===== src/rtl/block_lock_if.sv =====
// Bus between the gearbox/block_sync side and block_lock: gearbox buffer in, aligned blocks
// and lock status out, plus the lock FSM state for observation.
interface block_lock_if;
  // Valid-only stream, no backpressure: the producer raises gbox_valid_i for exactly one
  // cycle per complete block, and block_lock raises blk_valid_o for one cycle per block it
  // emits. Both sides must accept data on every cycle their valid is high.
  logic [192:0] gbox_buffer;
  logic [5:0]   gbox_cnt;
  logic         gbox_valid_i;
  logic [7:0]   block_offset_i;
  logic [63:0]  blk_data_o;
  logic [1:0]   blk_hdr_o;
  logic         blk_valid_o;
  logic         locked_o;
  logic [7:0]   lock_offset_o;
  logic         lock_loss_o;
  logic [1:0]   state;

  modport master (
    output gbox_buffer, gbox_cnt, gbox_valid_i, block_offset_i,
    input  blk_data_o, blk_hdr_o, blk_valid_o, locked_o, lock_offset_o, lock_loss_o, state
  );

  modport slave (
    input  gbox_buffer, gbox_cnt, gbox_valid_i, block_offset_i,
    output blk_data_o, blk_hdr_o, blk_valid_o, locked_o, lock_offset_o, lock_loss_o, state
  );
endinterface


===== src/rtl/block_lock.sv =====
// Header-based lock qualification of the block_sync offset; once locked, emits aligned
// 66-bit blocks and drops lock when a window collects too many bad headers.
module block_lock #(
  parameter int LOCK_CNT   = 32,
  parameter int WINDOW     = 64,
  parameter int UNLOCK_BAD = 16
) (
  input logic         clk_i,
  input logic         rst_i,
  block_lock_if.slave bus
);

  localparam int GW = $clog2(LOCK_CNT + 1);
  localparam int WW = $clog2(WINDOW + 1);
  localparam int BW = $clog2(UNLOCK_BAD + 1);

  typedef enum logic [1:0] {
    UNLOCKED = 2'd0,
    TRACK    = 2'd1,
    LOCKED   = 2'd2
  } state_t;

  state_t         state_q, state_n;
  logic [GW-1:0]  good_q, good_n;
  logic [WW-1:0]  win_q, win_n;
  logic [BW-1:0]  bad_q, bad_n;
  logic [7:0]     offset_q, offset_n;
  logic [63:0]    data_q, data_n;
  logic [1:0]     hdr_q, hdr_n;
  logic           valid_q, valid_n;
  logic           loss_q, loss_n;

  // Payload LSB sits at 63 - gbox_cnt + offset; the header sits directly above it.
  // With gbox_cnt <= 63 and offset <= 64 this stays within 0..127 and fits 8 bits.
  logic [7:0]     base;
  logic [63:0]    cur_data;
  logic [1:0]     cur_hdr;
  logic           hdr_good;
  logic [GW-1:0]  good_inc;
  logic [BW-1:0]  bad_inc;

  assign base     = 8'd63 - {2'b00, bus.gbox_cnt} + offset_q;
  assign cur_data = bus.gbox_buffer[base +: 64];
  assign cur_hdr  = bus.gbox_buffer[(base + 8'd64) +: 2];
  assign hdr_good = (cur_hdr == 2'b01) || (cur_hdr == 2'b10);
  assign good_inc = good_q + GW'(1);
  assign bad_inc  = bad_q + BW'(!hdr_good);

  always_comb begin
    state_n  = state_q;
    good_n   = good_q;
    win_n    = win_q;
    bad_n    = bad_q;
    offset_n = offset_q;
    data_n   = data_q;
    hdr_n    = hdr_q;
    valid_n  = 1'b0;
    loss_n   = 1'b0;

    if (bus.gbox_valid_i) begin
      unique case (state_q)
        UNLOCKED: begin
          if (bus.block_offset_i <= 8'd64) begin
            offset_n = bus.block_offset_i;
            good_n   = '0;
            state_n  = TRACK;
          end
        end

        TRACK: begin
          if (hdr_good) begin
            good_n = good_inc;
            if (good_inc == GW'(LOCK_CNT)) begin
              state_n = LOCKED;
              win_n   = '0;
              bad_n   = '0;
            end
          end else begin
            good_n  = '0;
            state_n = UNLOCKED;
          end
        end

        LOCKED: begin
          // Bad-header blocks are still forwarded; the decoder judges blk_hdr_o itself.
          valid_n = 1'b1;
          data_n  = cur_data;
          hdr_n   = cur_hdr;
          if (bad_inc == BW'(UNLOCK_BAD)) begin
            state_n = UNLOCKED;
            loss_n  = 1'b1;
            win_n   = '0;
            bad_n   = '0;
            good_n  = '0;
          end else if (win_q == WW'(WINDOW - 1)) begin
            win_n = '0;
            bad_n = '0;
          end else begin
            win_n = win_q + WW'(1);
            bad_n = bad_inc;
          end
        end

        default: begin
          state_n = UNLOCKED;
          good_n  = '0;
        end
      endcase
    end
  end

  always_ff @(posedge clk_i or negedge rst_i) begin
    if (!rst_i) begin
      state_q  <= UNLOCKED;
      good_q   <= '0;
      win_q    <= '0;
      bad_q    <= '0;
      offset_q <= '0;
      data_q   <= '0;
      hdr_q    <= '0;
      valid_q  <= 1'b0;
      loss_q   <= 1'b0;
    end else begin
      state_q  <= state_n;
      good_q   <= good_n;
      win_q    <= win_n;
      bad_q    <= bad_n;
      offset_q <= offset_n;
      data_q   <= data_n;
      hdr_q    <= hdr_n;
      valid_q  <= valid_n;
      loss_q   <= loss_n;
    end
  end

  assign bus.blk_data_o    = data_q;
  assign bus.blk_hdr_o     = hdr_q;
  assign bus.blk_valid_o   = valid_q;
  assign bus.locked_o      = (state_q == LOCKED);
  assign bus.lock_offset_o = offset_q;
  assign bus.lock_loss_o   = loss_q;
  assign bus.state         = state_q;

endmodule


===== src/flat_wrapper.sv =====
// flat-port wrapper written by rule: the top's interface ports become plain ports
module block_lock_flat 
#(
  parameter int LOCK_CNT   = 32,
  parameter int WINDOW     = 64,
  parameter int UNLOCK_BAD = 16
)
  (clk_i, rst_i, bus_gbox_buffer, bus_gbox_cnt, bus_gbox_valid_i, bus_block_offset_i, bus_blk_data_o, bus_blk_hdr_o, bus_blk_valid_o, bus_locked_o, bus_lock_offset_o, bus_lock_loss_o, bus_state);
  block_lock_if bus_i ();
  input logic clk_i;
  input logic rst_i;
  input wire logic [$bits(bus_i.gbox_buffer)-1:0] bus_gbox_buffer;
  input wire logic [$bits(bus_i.gbox_cnt)-1:0] bus_gbox_cnt;
  input wire logic [$bits(bus_i.gbox_valid_i)-1:0] bus_gbox_valid_i;
  input wire logic [$bits(bus_i.block_offset_i)-1:0] bus_block_offset_i;
  output wire logic [$bits(bus_i.blk_data_o)-1:0] bus_blk_data_o;
  output wire logic [$bits(bus_i.blk_hdr_o)-1:0] bus_blk_hdr_o;
  output wire logic [$bits(bus_i.blk_valid_o)-1:0] bus_blk_valid_o;
  output wire logic [$bits(bus_i.locked_o)-1:0] bus_locked_o;
  output wire logic [$bits(bus_i.lock_offset_o)-1:0] bus_lock_offset_o;
  output wire logic [$bits(bus_i.lock_loss_o)-1:0] bus_lock_loss_o;
  output wire logic [$bits(bus_i.state)-1:0] bus_state;
  assign bus_i.gbox_buffer = bus_gbox_buffer;
  assign bus_i.gbox_cnt = bus_gbox_cnt;
  assign bus_i.gbox_valid_i = bus_gbox_valid_i;
  assign bus_i.block_offset_i = bus_block_offset_i;
  assign bus_blk_data_o = bus_i.blk_data_o;
  assign bus_blk_hdr_o = bus_i.blk_hdr_o;
  assign bus_blk_valid_o = bus_i.blk_valid_o;
  assign bus_locked_o = bus_i.locked_o;
  assign bus_lock_offset_o = bus_i.lock_offset_o;
  assign bus_lock_loss_o = bus_i.lock_loss_o;
  assign bus_state = bus_i.state;
  block_lock #(.LOCK_CNT(LOCK_CNT), .WINDOW(WINDOW), .UNLOCK_BAD(UNLOCK_BAD)) u_core (.clk_i(clk_i), .rst_i(rst_i), .bus(bus_i));
endmodule

===== config.mk =====
export PLATFORM = sky130hd
export DESIGN_NAME = block_lock_flat
export DESIGN_NICKNAME = d
export VERILOG_FILES = /design/src/rtl/block_lock_if.sv /design/src/rtl/block_lock.sv /design/src/flat_wrapper.sv
export SDC_FILE = /design/constraint.sdc
export NUM_CORES = 1
export LEC_CHECK = 0
export ABC_AREA = 1
export CAP_MARGIN = 20
export CORE_AREA = 2 2 225 338
export CTS_CLUSTER_DIAMETER = 200
export DETAILED_ROUTE_END_ITERATION = 7
export DIE_AREA = 0 0 227 340
export PLACE_DENSITY = 0.42
export SLEW_MARGIN = 20
export SYNTH_ARGS = -nofsm -noshare
export SYNTH_HDL_FRONTEND = slang
export SYNTH_SLANG_ARGS = --single-unit

===== constraint.sdc =====
create_clock -name clk_i -period 5.79 [get_ports clk_i]
set_clock_uncertainty 0.2 [all_clocks]
set_input_delay 1.158 -clock clk_i [delete_from_list [all_inputs] [get_ports clk_i]]
set_output_delay 1.158 -clock clk_i [all_outputs]
set_load 0.02 [all_outputs]

Word level (Yosys, flattened, before mapping)
Index checks and enable logic that the tools add are counted.
{"block": "word_totals", "elab_cells": 63, "in_bits": 210, "regBits": 96, "output_inout_bits": 79}
{"block": "op_classes", "eq_ne": 12, "n_addsub": 6, "mux": 24, "magnitude_cmp": 1, "n_shift": 2, "n_reduce_logical": 9}
{"operator": "indexed part select 193 x 9 -> 2 bit", "n": 1}
{"operator": "indexed part select 193 x 9 -> 64 bit", "n": 1}
{"operator": "two-way mux 7 bit", "n": 4}
{"operator": "two-way mux 5 bit", "n": 4}
{"operator": "two-way mux 6 bit", "n": 3}
{"operator": "case mux 6 bit (3 select lines)", "n": 1}
{"operator": "case mux 7 bit (2 select lines)", "n": 1}
{"operator": "case mux 5 bit (2 select lines)", "n": 1}
{"operator": "adder 8 x 7 -> 8 bit (second input constant)", "n": 1}
{"operator": "adder 8 bit", "n": 1}
{"operator": "less-or-equal comparator 8 x 7 -> 1 bit (second input constant)", "n": 1}
{"operator": "two-way mux 2 bit", "n": 4}
{"operator": "!= test 2 x 1 -> 1 bit (second input constant)", "n": 4}
{"operator": "AND reduction 4 bit", "n": 2}
{"operator": "adder 7 x 1 -> 7 bit (second input constant)", "n": 1}
{"operator": "== test 7 x 6 -> 1 bit (second input constant)", "n": 1}
{"operator": "subtractor 6 x 6 -> 7 bit (first input constant)", "n": 1}
{"operator": "adder 6 x 1 -> 6 bit (second input constant)", "n": 1}
{"operator": "== test 6 bit (second input constant)", "n": 1}
{"operator": "case mux 2 bit (3 select lines)", "n": 1}
{"operator": "AND reduction 3 bit", "n": 2}
{"operator": "adder 5 x 1 -> 5 bit", "n": 1}
{"operator": "== test 5 bit (second input constant)", "n": 1}
{"operator": "two-way mux 1 bit", "n": 5}
{"operator": "other kinds (8)", "n": 10}

Longest topological paths before layout
{"block": "logic_depth", "depth_word": 12, "ltp_mapped": 34, "ltp_nobuf": 34}

Worst setup path before layout
OpenSTA, ideal clock, no wires.
{"block": "synth_path", "kind": "input -> register", "startpoint": "input port bus_gbox_cnt[0]", "endpoint": "register u_core.good_q[4]", "path_stages": 30, "t_required_ns": 5.513, "t_arrival_ns": 5.132, "n_path_buf": 3, "setup_time_ns": 0.077, "slack_ns": 0.382, "path_cell_list": "inv_1 ha_1 inv_1 fa_1 buf_4 inv_2 buf_4 buf_2 nand3_1 nand3_1 nand3_1 nand3_1 nand3_1 nand3_1 nand2_1 nor2_2 nand2_1 nand2_1 inv_1 ha_1 ha_1 xor2_1 nor3_1 nand3_1 nand2_1 inv_1 nor3_2 inv_1 or2_2 o21ai_1"}
{"block": "synth_via", "elab_chain_len": 11, "elab_cells_between_ends": 14, "classes_between": "add/sub: 4; eq/ne: 4; shift: 1; mux: 2; reduce/logical: 3"}
{"element": "start: declaration", "line": "flat_wrapper.sv:13", "source": "input wire logic [$bits(bus_i.gbox_cnt)-1:0] bus_gbox_cnt;"}
{"element": "subtractor 6 x 6 -> 7 bit (*)", "line": "block_lock.sv:42", "source": "assign base = 8'd63 - {2'b00, bus.gbox_cnt} + offset_q;"}
{"element": "adder 8 bit (*)", "line": "block_lock.sv:42"}
{"element": "adder 8 x 7 -> 8 bit (*)", "line": "block_lock.sv:44", "source": "assign cur_hdr = bus.gbox_buffer[(base + 8'd64) +: 2];"}
{"element": "indexed part select 193 x 9 -> 2 bit (*)", "line": "block_lock.sv:44"}
{"element": "== test 2 x 1 -> 1 bit or == test 2 bit (tied branches)", "line": "block_lock.sv:45", "source": "assign hdr_good = (cur_hdr == 2'b01) || (cur_hdr == 2'b10);"}
{"element": "logical OR 1 bit (*)", "line": "block_lock.sv:45"}
{"element": "zero test 1 bit", "line": "block_lock.sv:47", "source": "assign bad_inc = bad_q + BW'(!hdr_good);"}
{"element": "adder 5 x 1 -> 5 bit", "line": "block_lock.sv:47"}
{"element": "== test 5 bit", "line": "block_lock.sv:89", "source": "if (bad_inc == BW'(UNLOCK_BAD)) begin"}
{"element": "!= test 2 x 1 -> 1 bit (no source line)"}
{"element": "AND reduction 3 bit (no source line)"}
{"element": "end signal: assignment", "line": "block_lock.sv:125", "source": "good_q <= good_n;"}
{"element": "end: declaration", "line": "block_lock.sv:24", "source": "logic [GW-1:0] good_q, good_n;"}
Mark *: on every way between the ends. The rest lies on a longest branch, timed or not.
A chain may end at the register's enable or synchronous reset.

Worst setup path in the final report
{"block": "layout_path", "startpoint": "input port bus_gbox_cnt[0]", "endpoint": "register u_core.win_q[4]"}
{"block": "layout_via", "elab_chain_len": 11, "elab_cells_between_ends": 14, "classes_between": "add/sub: 4; eq/ne: 4; shift: 1; mux: 2; reduce/logical: 3"}
{"element": "subtractor 6 x 6 -> 7 bit (*)", "line": "block_lock.sv:42"}
{"element": "adder 8 bit (*)", "line": "block_lock.sv:42"}
{"element": "adder 8 x 7 -> 8 bit (*)", "line": "block_lock.sv:44"}
{"element": "indexed part select 193 x 9 -> 2 bit (*)", "line": "block_lock.sv:44"}
{"element": "== test 2 x 1 -> 1 bit or == test 2 bit (tied branches)", "line": "block_lock.sv:45"}
{"element": "logical OR 1 bit (*)", "line": "block_lock.sv:45"}
{"element": "zero test 1 bit", "line": "block_lock.sv:47"}
{"element": "adder 5 x 1 -> 5 bit", "line": "block_lock.sv:47"}
{"element": "== test 5 bit", "line": "block_lock.sv:89"}
{"element": "two-way mux 7 bit", "line": "block_lock.sv:89"}
{"element": "case mux 7 bit (2 select lines)", "line": "block_lock.sv:61", "source": "unique case (state_q)"}
{"element": "end signal: assignment", "line": "block_lock.sv:126", "source": "win_q <= win_n;"}
{"element": "end: declaration", "line": "block_lock.sv:25", "source": "logic [WW-1:0] win_q, win_n;"}
Marks and branches as above.

==> run metrics <==
status=completed; RSZ-0062 raised after global routing=false; Unique masters post-synth=42; Yosys top cell area share=a little over a third; fraction of layout cells with a size suffix above 1=between 20% and 30%; clock insertion delay at the later pin of the skew report=approximately 400 ps; ys async rst share=100.0%; Worst Path Buf+Inv=19; Worst Tran Pin Value=between 1000 and 1500 ps; Critical Path End Type=flop; Synth Register Bits=96; Iter 0 DRT Violations=2848; Mean Syn Cell Area=~5.3 µm²; CP max FO=8; CTS Buf Count=9; Final #Nets=around 4300; adder-cell area share of the yosys netlist=0.9886%; top cells by area, synth=nand3_1 (36%), nand2_1 (21%), dfrtp_1 (13%); area leader, netlist=nand3_1; DIE HEIGHT=340 µm; Core ar.=0.07449 mm²; Startpoint Class=input pin; Synth Cell Area=between 0.015 and 0.02 mm²; Yosys warning count=0; largest net degree at the start of global routing=roughly 110; CTS H-tree depth=3; Final Hold Viols=0; routability cong.=1.021; Die X=around 230 µm; post-synthesis simple-gate area fraction=between 60% and 70%; Starting Density=between 20% and 30%; clock buffer depth=2; post-DR wirelength/cell=between 20 and 25 µm; GRT overflow=0; Vias=~28000; clock-pin slew on the worst setup and hold paths=approximately 70 ps; maxcap violations=0; first-pass GRT wire length=about 180000 µm; ys flop type=dfrtp_1; initial antenna violation count=2; Std-Cell Rows=123; clk sinks=96; area added between synthesis and finish=50.58%; post-synthesis mux area share=less than 1%; syn nets=3701; final setup margin=between 200 and 250 ps; vias in the first global route=roughly 26000; TritonCTS clock tree=yes; Critical Path Max Stage Delay=approximately 830 ps; post-DP HPWL=103700 µm; FF/Latch Area=~0.0024 mm²; clk root buf=clkbuf_16; delay-heaviest family, CP=buffers and inverters; WHS=~290 ps; most common cell in the netlist=nand3_1; TNS Setup=0 ps; Post-synth EDFFs=0; Slew Viols, Final=0; fillers=around 8500; minimum clock period after layout=roughly 5600 ps; fmax=between 0.15 and 0.2 GHz; Synth Area in Compound Gates=around an eighth; main combinational cell family by area after synthesis=simple AND/OR/NAND/NOR gates; cells after synthesis=3477; crit-path most repeated cell=buf_4; Tcrit/Tclk final=96.30%; HP Class=reg2reg; Initial DRT Pass Iterations=5; final setup fails=0; crit path kind=in2reg; drt total wl=approximately 130000 µm; Final ANT Viol Nets=0; DRC violations left=0; slowest CP cell=fa_4; Worst EP required=5910 ps; xor and xnor area share after synthesis=0.7449%; Worst EP arrival=~5700 ps; sequential share of the synthesized area=a little over an eighth; Worst slew margin=between 20% and 30%; pre-CTS setup slack=-877.9 ps; footprint of the multi-input gates=0.01550 mm²; Synth top cells by count=nand3_1 (1311), nand2_1 (1018), nor2_1 (167); Global Route Usage Sum=about a third; drt via density=around 5.4; DIE AREA=a little under 0.08 mm²; # IOs=289; IO buf count=approximately 290
[final timing paths]
check                                            start                        end  slack, ps  cells past startpoint
max                                    bus_gbox_cnt[0]            u_core.win_q[4]        210                     33
max reg2reg                u_core.bus.lock_offset_o[0]            u_core.win_q[4]        640                     31
max in group asynchronous                        rst_i   u_core.bus.blk_data_o[8]       3780                      2
min in group asynchronous                        rst_i  u_core.bus.blk_data_o[47]        570                      1
min reg2reg                            u_core.win_q[6]            u_core.win_q[6]        290                      2
min                                    u_core.win_q[6]            u_core.win_q[6]        290                      2
[state kept, by name (all words and copies together), names as in the netlist]
| register | count |
|---|---|
| u_core.bus.lock_loss_o | 1 |
| u_core.bus.blk_hdr_o | 2 |
| u_core.bad_q | 5 |
| u_core.bus.blk_data_o | 64 |
| u_core.bus.lock_offset_o | 8 |
| u_core.good_q | 6 |
| u_core.bus.blk_valid_o | 1 |
| u_core.win_q | 7 |
| u_core.bus.state | 2 |
[area by class of cell]
cell class / count / area share, %
timing repair buffer: 862 / 28.40
clock buffer: 10 / 0.8589
antenna: 2 / 0.01799
multi-input combinational: 3001 / 55.72
inverter: 94 / 1.403
timing repair inverter: 2 / 0.09893
sequential: 96 / 8.634
tap: 1000 / 4.497
clock inverter: 6 / 0.3643
[tightest hold or removal path, cell delays in order (launching register included)]
cell and delay (ps):
dfrtp_1 350, nand2_1 60, nand2_1 50
[metrics by stage]
step / area [µm²] / std cells / utilization (%)
3_3_place_gp: 25510 / 4995 / 34.24
2_1_floorplan: 18480 / 3477 / -
6_report: 27820 / 5073 / 37.35
4_1_cts: 26840 / 5044 / 36.03
5_1_grt: 27820 / 5071 / 37.35
3_5_place_dp: 25510 / 4995 / 34.24
[layout by cell type, fill, tap and decap left out, types with 7 or more instances in the layout]
cell type and instances:
clkdlybuf4s50_1 285, inv_1 82, nor2_1 161, dfrtp_1 96, and2_1 7, nand2_4 8
or2_2 40, a31oi_1 82, o211ai_1 122, inv_2 7, nand3_1 1169, ha_1 10
nand3_4 29, a21oi_1 80, buf_6 10, nand3_2 115, o21ai_1 12, nand2_2 29
buf_12 30, clkbuf_16 15, buf_4 516, nand2_1 987, o21ai_0 89, xor2_1 7
[what timing repair did]
item	in CTS	in global routing
setup buffers	27	19
pin swaps	18	20
hold buffers	0	0
resized for setup	135	139
endpoints found under the setup margin	18	20
cloned	6	8
endpoints found under the hold margin	0	0
[per-layer routing]
| layer | track usage [%] | wire length, µm |
|---|---|---|
| met1 | 41.89 | 53920 |
| met2 | 51.30 | 57350 |
| met3 | 3.893 | 7605 |
| met4 | 13.64 | 6803 |
| met5 | 0 | 0 |
[logic make-up after synthesis]
| family | after synthesis |
|---|---|
| buffers and inverters | 381 |
| muxes | 2 |
| AOI/OAI and AO/OA | 399 |
| xor gates and xnor gates | 14 |
| adders and majority gates | 14 |
| and+or+nand+nor | 2571 |
| DFF | 96 |
Power is left out: the tool's default activity adds up to more than one toggle a clock period on the data nets, which glitch-free logic cannot reach.
